`config.mk`:
```
export PLATFORM = sky130hd
export DESIGN_NAME = pipe_stage_reg
export DESIGN_NICKNAME = d
export VERILOG_FILES = /design/src/rtl/pipe_pkg.sv /design/src/rtl/pipe_skid_slot.sv /design/src/rtl/pipe_stage_reg.sv
export SDC_FILE = /design/constraint.sdc
export NUM_CORES = 1
export LEC_CHECK = 0
export ABC_AREA = 1
export ABC_CLOCK_PERIOD_IN_PS = 2800
export CAP_MARGIN = 15
export CORE_MARGIN = 3
export CORE_UTILIZATION = 49
export DETAILED_ROUTE_END_ITERATION = 8
export PLACE_DENSITY = 0.83
export SLEW_MARGIN = 20
export SYNTH_ARGS = -nofsm -noshare
export SYNTH_HDL_FRONTEND = slang
export SYNTH_SLANG_ARGS = --single-unit
export TNS_END_PERCENT = 30
```
`constraint.sdc`:
```
create_clock -name clk -period 2.8 [get_ports clk]
set_clock_uncertainty 0.15 [all_clocks]
set_input_delay 0.56 -clock clk [delete_from_list [all_inputs] [get_ports clk]]
set_output_delay 0.56 -clock clk [all_outputs]
set_load 0.02 [all_outputs]
```
`src/rtl/pipe_pkg.sv`:
```
// Shared definitions for the inter-stage pipeline register family.
package pipe_pkg;

  localparam int PC_W_DEF   = 32;
  localparam int DATA_W_DEF = 32;

  // An all-zero payload is decoded by every downstream stage as a NOP bubble.
  typedef logic [DATA_W_DEF-1:0] nop_word_t;
  localparam nop_word_t NOP = '0;

  // One pipeline slot at the default widths.
  typedef struct packed {
    logic                  valid;
    logic [PC_W_DEF-1:0]   pc;
    logic [DATA_W_DEF-1:0] data;
  } pipe_entry_t;

endpackage : pipe_pkg

```
`src/rtl/pipe_skid_slot.sv`:
```
// Skid entry S: holds the one entry that arrives while the main register
// cannot advance, so upstream ready can come straight from a flop.
module pipe_skid_slot
  import pipe_pkg::*;
#(
  parameter int PC_W   = PC_W_DEF,
  parameter int DATA_W = DATA_W_DEF
) (
  input  logic              clk,
  input  logic              reset,
  input  logic              clear,
  input  logic              load,
  input  logic              take,
  input  logic [PC_W-1:0]   load_pc,
  input  logic [DATA_W-1:0] load_data,
  output logic              valid,
  output logic [PC_W-1:0]   pc,
  output logic [DATA_W-1:0] data
);

  localparam logic [DATA_W-1:0] BUBBLE_DATA = DATA_W'(NOP);

  // Load wins over take: when M drains S and a new entry arrives in the
  // same cycle, the new entry replaces the old one in S.
  // NOTE: state uses non-blocking assignments so every flop samples pre-edge values.
  always_ff @(posedge clk) begin
    if (reset || clear) begin
      valid <= 1'b0;
      pc    <= '0;
      data  <= BUBBLE_DATA;
    end else if (load) begin
      valid <= 1'b1;
      pc    <= load_pc;
      data  <= load_data;
    end else if (take) begin
      valid <= 1'b0;
      pc    <= '0;
      data  <= BUBBLE_DATA;
    end
  end

endmodule : pipe_skid_slot

```
`src/rtl/pipe_stage_reg.sv`:
```
// Parametrised pipeline stage register with stall, flush, ready/valid
// handshake, optional skid entry and a saturating stall-cycle counter.
module pipe_stage_reg
  import pipe_pkg::*;
#(
  parameter int DATA_W  = DATA_W_DEF,
  parameter int PC_W    = PC_W_DEF,
  parameter bit SKID_EN = 1'b1,
  parameter int CNT_W   = 16
) (
  input  logic              clk,
  input  logic              reset,
  input  logic              flush,
  input  logic              stall,
  input  logic              in_valid,
  output logic              in_ready,
  input  logic [PC_W-1:0]   in_pc,
  input  logic [DATA_W-1:0] in_data,
  output logic              out_valid,
  input  logic              out_ready,
  output logic [PC_W-1:0]   out_pc,
  output logic [DATA_W-1:0] out_data,
  output logic [CNT_W-1:0]  stall_cnt
);

  localparam logic [DATA_W-1:0] BUBBLE_DATA = DATA_W'(NOP);

  logic              m_valid;
  logic [PC_W-1:0]   m_pc;
  logic [DATA_W-1:0] m_data;

  logic              s_valid;
  logic [PC_W-1:0]   s_pc;
  logic [DATA_W-1:0] s_data;

  logic adv;
  logic acc;
  logic s_load;
  logic s_take;

  // Handshake decode: when M may advance, whether an entry is taken, and
  // where it lands. With the skid present, in_ready comes only from s_valid.
  // NOTE: every output of this block is assigned on every path, so no latch is inferred.
  always_comb begin
    adv      = !stall && (!m_valid || out_ready);
    in_ready = SKID_EN ? !s_valid : adv;
    acc      = in_valid && in_ready && !flush;
    s_take   = adv && s_valid;
    // Input goes to S when M is held, or when M is refilled from S.
    s_load   = acc && (s_valid ? adv : !adv);
  end

  if (SKID_EN) begin : g_skid
    pipe_skid_slot #(
      .PC_W   (PC_W),
      .DATA_W (DATA_W)
    ) u_skid (
      .clk       (clk),
      .reset     (reset),
      .clear     (flush),
      .load      (s_load),
      .take      (s_take),
      .load_pc   (in_pc),
      .load_data (in_data),
      .valid     (s_valid),
      .pc        (s_pc),
      .data      (s_data)
    );
  end else begin : g_no_skid
    assign s_valid = 1'b0;
    assign s_pc    = '0;
    assign s_data  = BUBBLE_DATA;
  end

  // Main entry M: refilled from S first to keep FIFO order, otherwise from
  // the input, otherwise turned into a zero bubble; held while not advancing.
  // NOTE: pc/data are cleared along with valid so an empty slot always reads as a NOP.
  always_ff @(posedge clk) begin
    if (reset || flush) begin
      m_valid <= 1'b0;
      m_pc    <= '0;
      m_data  <= BUBBLE_DATA;
    end else if (adv) begin
      if (s_valid) begin
        m_valid <= 1'b1;
        m_pc    <= s_pc;
        m_data  <= s_data;
      end else if (acc) begin
        m_valid <= 1'b1;
        m_pc    <= in_pc;
        m_data  <= in_data;
      end else begin
        m_valid <= 1'b0;
        m_pc    <= '0;
        m_data  <= BUBBLE_DATA;
      end
    end
  end

  // Stall counter: counts stalled cycles that hold a real entry, saturating;
  // only reset clears it so it survives flushes for performance debug.
  always_ff @(posedge clk) begin
    if (reset) begin
      stall_cnt <= '0;
    end else if (stall && m_valid && !flush && (stall_cnt != {CNT_W{1'b1}})) begin
      stall_cnt <= stall_cnt + 1'b1;
    end
  end

  assign out_valid = m_valid;
  assign out_pc    = m_pc;
  assign out_data  = m_data;

endmodule : pipe_stage_reg

```
## Word level (Yosys, flattened, before mapping)

Index checks and enable logic that the tools add are counted.

| storage, ports and cells | value |
|---|---|
| flip-flop bits (word level) | 146 |
| bits of input ports | 70 |
| output and inout port bits | 82 |
| word-level logic and storage cells | 37 |

| operators by class | value |
|---|---|
| add/subtract/negate cells | 1 |
| equality and inequality tests | 1 |
| mux-type cells | 12 |
| reductions and logical operators | 16 |

Operator list:

| kind | count |
|---|---|
| $mux 32 | 7 |
| $add 16x1->16 const B | 1 |
| $ne 16x16->1 const B | 1 |
| $logic_and 1x1->1 | 8 |
| $logic_not 1->1 | 5 |
| $mux 1 | 5 |
| $logic_or 1x1->1 | 2 |
| $reduce_bool 2->1 | 1 |

## Longest topological paths before layout

| logic depth | value |
|---|---|
| word-level depth | 7 |
| depth in mapped cells | 11 |
| gate-level depth less buffers | 9 |

## Cells and area by module

From an unflattened synthesis, not the netlist that was laid out.

| second synthesis, totals | value |
|---|---|
| cell total of the unflattened synthesis | 804 |
| area total of the unflattened synthesis | 5,948.2 µm² |

Modules (own cells, without submodules):

| module | times used | cells each | area each (µm²) | seq. area each (µm²) |
|---|---|---|---|---|
| pipe_stage_reg | 1 | 522 | 3,716.1 | 1,621.6 |
| pipe_skid_slot | 1 | 282 | 2,232.1 | 1,301.2 |

## Worst setup path before layout

Ideal clock, no wire load.

| timing path | value |
|---|---|
| path type | input to register |
| from | input out_ready |
| to | register g_skid.u_skid.pc[10] |
| library setup time | 0.070 ns |
| data arrival time | 2.030 ns |
| required time | 2.580 ns |
| setup slack | 0.549 ns |
| stages | 10 |
| path buffers | 4 |
| path through | inv_1 -> a21oi_2 -> buf_2 -> buf_4 -> ha_1 -> inv_1 -> buf_2 -> clkbuf_1 -> nand3_1 -> a21oi_1 |

| on the way | value |
|---|---|
| longest elaborated chain between the ends | 6 |
| elaborated cells on any way between the ends | 8 |
| classes of those cells | 2 x mux; 6 x reduce/logical |

Ends and longest elaborated chain:

| element | line | source |
|---|---|---|
| start, declared | pipe_stage_reg.sv:20 | `input logic out_ready,` |
| $logic_or 1x1->1 * | pipe_stage_reg.sv:45 | `adv = !stall && (!m_valid \|\| out_ready);` |
| $logic_and 1x1->1 * | pipe_stage_reg.sv:45 |  |
| net adv | pipe_stage_reg.sv:36 | `logic adv;` |
| $logic_not 1->1 | pipe_stage_reg.sv:50 | `s_load = acc && (s_valid ? adv : !adv);` |
| $mux 1 | pipe_stage_reg.sv:50 |  |
| $logic_and 1x1->1 | pipe_stage_reg.sv:50 |  |
| $mux 32 / $reduce_bool 2->1 (equally long branches) | - |  |
| end signal, assigned | pipe_skid_slot.sv:33 | `pc <= load_pc;` |
| end, declared | pipe_skid_slot.sv:17 | `output logic [PC_W-1:0] pc,` |

Mark *: on every way through the listed nets, which the timed path passes. The rest lies on a longest branch.
A chain may end at the register's enable or synchronous reset.

## Worst setup path in the final report

| timing path | value |
|---|---|
| from | register g_skid.u_skid.valid |
| to | output in_ready |

| on the way | value |
|---|---|
| longest elaborated chain between the ends | 1 |

Ends and longest elaborated chain:

| element | line | source |
|---|---|---|
| start, declared | pipe_skid_slot.sv:16 | `output logic valid,` |
| start signal, assigned | pipe_skid_slot.sv:28 | `valid <= 1'b0;` |
| start signal, assigned | pipe_skid_slot.sv:32 | `valid <= 1'b1;` |
| start signal, assigned | pipe_skid_slot.sv:36 | `valid <= 1'b0;` |
| $logic_not 1->1 | pipe_stage_reg.sv:46 | `in_ready = SKID_EN ? !s_valid : adv;` |
| end, declared | pipe_stage_reg.sv:16 | `output logic in_ready,` |

Every way passes these cells.

==> results.md <==
* Avg Vias per Cell at 5.66
* CTS Sinks at 146
* Crit path DAT at 1640 ps
* Final setup viols at 0
* Finished Cell Area at 8430 sq um
* Initial antenna violation count at 0
* Worst min path class: reg -> reg
* Wl on met1 at 7430 microns
* Seq cells post-synth at 146
* # DRC at 0
* Synth Area in XOR/XNOR at 0%
* Top_reg_cell synth: dfxtp_1
* Num rows at 40
* Slew @ Worst Pin at 484 ps
* # hold bufs at CTS at 0
* Largest net degree at the start of global routing at 80
* Met2 WL at 8180 microns
* Share of the synthesized area in the top cell type at 47.3%
* Post-synthesis simple-gate area fraction at 23.3%
* CTS Buf Count at 17
* Max VDD drop at 0.509 mV
* Drt pass-1 iters at 6
* Adder-cell area share of the yosys netlist at 0.405%
* Syn_area_per_cell at 7.47 sq um
* Detail Route Antenna Nets at 0
* HPWL after detailed placement at 10500 microns
* Sw Share at 23.7%
* Final min period at 2350 ps
* Vias in the first global route at 6038
* Rel. slew slack at 67.7%
* Mux share of post-synthesis cell area at 0%
* Run status: finished, final reports clean
* Largest family of logic cells by synthesized area: simple AND/OR/NAND/NOR gates
* WHS Path Cells at 2
* Utilization after layout at 69.3%
* Commonest cells post-synth: a21oi_1, dfxtp_1, nand3_1
* MaxCap Viol Count at 0
* Max Used Layer: met4
* Hold Vio Cnt, Final at 0
* Fin crit share at 84.0%
* Die W at 118 microns
* P_int at 3.92 mW
* Io pins at 152
* Logic pwr share at 10.3%
* Clock transition at path regs at 60 ps
* P_leak at 2.90 nW
* Initial DRC count at 645
* Pwr dens at 609 nW/um^2
* Layout cells sized above 1 at 7.73%
* Setup TNS at 0 ps
* # fillers at 1003
* Seq pwr share at 41.9%
* Grt total ovfl at 0
* Worst EP required at 2090 ps
* Slew Viols, Final at 0
* R2R cell count at 7
* Fin nets at 1016
* Starting Density at 50.8%
* Top-count cell post-synth: a21oi_1
* Syn Inst Count at 828
* Post-CTS Setup Inserts at 0
* Switching power at 1.22 mW
* I/O Buffers at 151
* RePlAce Congestion at 0.912
* Post-cts sizing count at 0
* Cell Area, Placed at 7780 sq um
* Synth unique cells at 23
* Top cells by area, synth: dfxtp_1, a21oi_1, nand3_1
* Worst-Skew Late Latency at 430 ps
* WL/cell at 15.5 microns
* Compound-gate portion of the synthesized area at 22.2%
* Setup crit start kind: flop
* Core area at 12200 sq um
* Met3 WL at 1320 microns
* Max Fclk at 425 MHz
* FFs w/ async S/R, synth at 0%
* Sequential fraction of the synthesis area at 47.3%
* Clock tree buffer depth at 2
* Die area at 14000 sq um
* RSZ-0062 raised after global routing: no
* Post-Route WL at 17400 microns
* N_diodes at 0
* Crit-path max FO at 19
* Clk pwr share at 47.8%
* Nature of the critical path endpoint: output pin
* Total power at 5.14 mW
* Die H at 118 microns
* Syn_nets at 900
* First-pass GRT wire length at 29200 microns
* Dominant cell type by area after synthesis: dfxtp_1
* Root buf cell: clkbuf_16
* H-tree depth at 4
* P&R area growth vs syn at 36.4%
* Via count at 6364
* Synth Cell Area at 6180 sq um
* Number of synthesized flops with an enable pin at 0
* GRT Overall Usage at 25.0%
* TritonCTS clock tree: done
* YS warnings at 0
* Kind of critical path: reg -> out
[worst paths after layout]
check / from / end / slack [ps]
setup / recovery: g_skid.u_skid.valid / in_ready / 450
hold / removal: g_skid.u_skid.pc[11] / g_skid.u_skid.pc[11] / 330
setup reg to reg: out_valid / g_skid.u_skid.pc[24] / 820
hold reg to reg: g_skid.u_skid.pc[11] / g_skid.u_skid.pc[11] / 330
[registers in the layout, indices dropped and copies added, names as in the netlist]
signal,count
out_pc,32
g_skid.u_skid.valid,1
g_skid.u_skid.data,32
out_valid,1
out_data,32
stall_cnt,16
g_skid.u_skid.pc,32
[stage by stage]
step,cells,worst slack [ps],hold WS (ps)
6_report,1125,448,331
5_1_grt,1125,388,351
4_1_cts,1125,428,332
3_5_place_dp,1093,241,324
3_3_place_gp,1093,287,315
2_1_floorplan,828,549,307
[cell usage in the layout, fill, tap and decap left out, types with 2 or more instances in the layout]
cell,netlist,routed
buf_12,0,5
bufinv_16,0,4
nand3_1,144,144
o21ai_1,10,10
a21oi_1,205,205
clkinv_4,0,4
nand2_4,3,3
nand3_2,2,2
dfxtp_1,146,145
nand4_1,5,5
nor2_2,6,5
buf_4,8,13
clkdlybuf4s50_1,0,151
inv_2,2,6
nand2_2,2,3
nor2_1,38,37
nand2_1,110,109
o21ai_0,57,57
nor2_4,2,4
clkbuf_16,0,17
ha_1,2,2
clkbuf_8,0,3
clkinvlp_4,0,3
inv_1,20,16
[cell families after synthesis]
logic type      Yosys count
compound gates          273
flops                   146
fa+ha+maj                 2
buf+inv                  94
simple gates            313
[layout make-up]
cell class / instances / area, sq um / share of cell area (%)
clock inverters: 11 / 178 / 2.11
clock buffers: 21 / 470 / 5.58
flip-flops and latches: 146 / 2920 / 34.7
repair buffers: 169 / 1710 / 20.3
inverters: 22 / 82.6 / 0.979
well taps: 168 / 210 / 2.49
multi-input cells: 588 / 2860 / 33.9
[per-layer routing]
layer	vias up	GRT usage, %
li1	3093	-
met3	48	6.51
met2	284	39.5
met1	2939	32.1
met5	-	0
met4	0	11.1
[power by group through the flow]
stage	combinational [mW]	clock [mW]	sequential [mW]
floorplan	0.228	0	2.23
global placement	0.515	0	2.20
detailed placement	0.518	0	2.20
CTS	0.524	2.48	2.15
global route	0.569	2.58	2.16
finish	0.527	2.46	2.15
[critical path, stage by stage, from the launching register on]
cell and delay [ps]:
dfxtp_2 590, inv_1 80, clkdlybuf4s50_1 550
(Power assumes the default switching activity.)
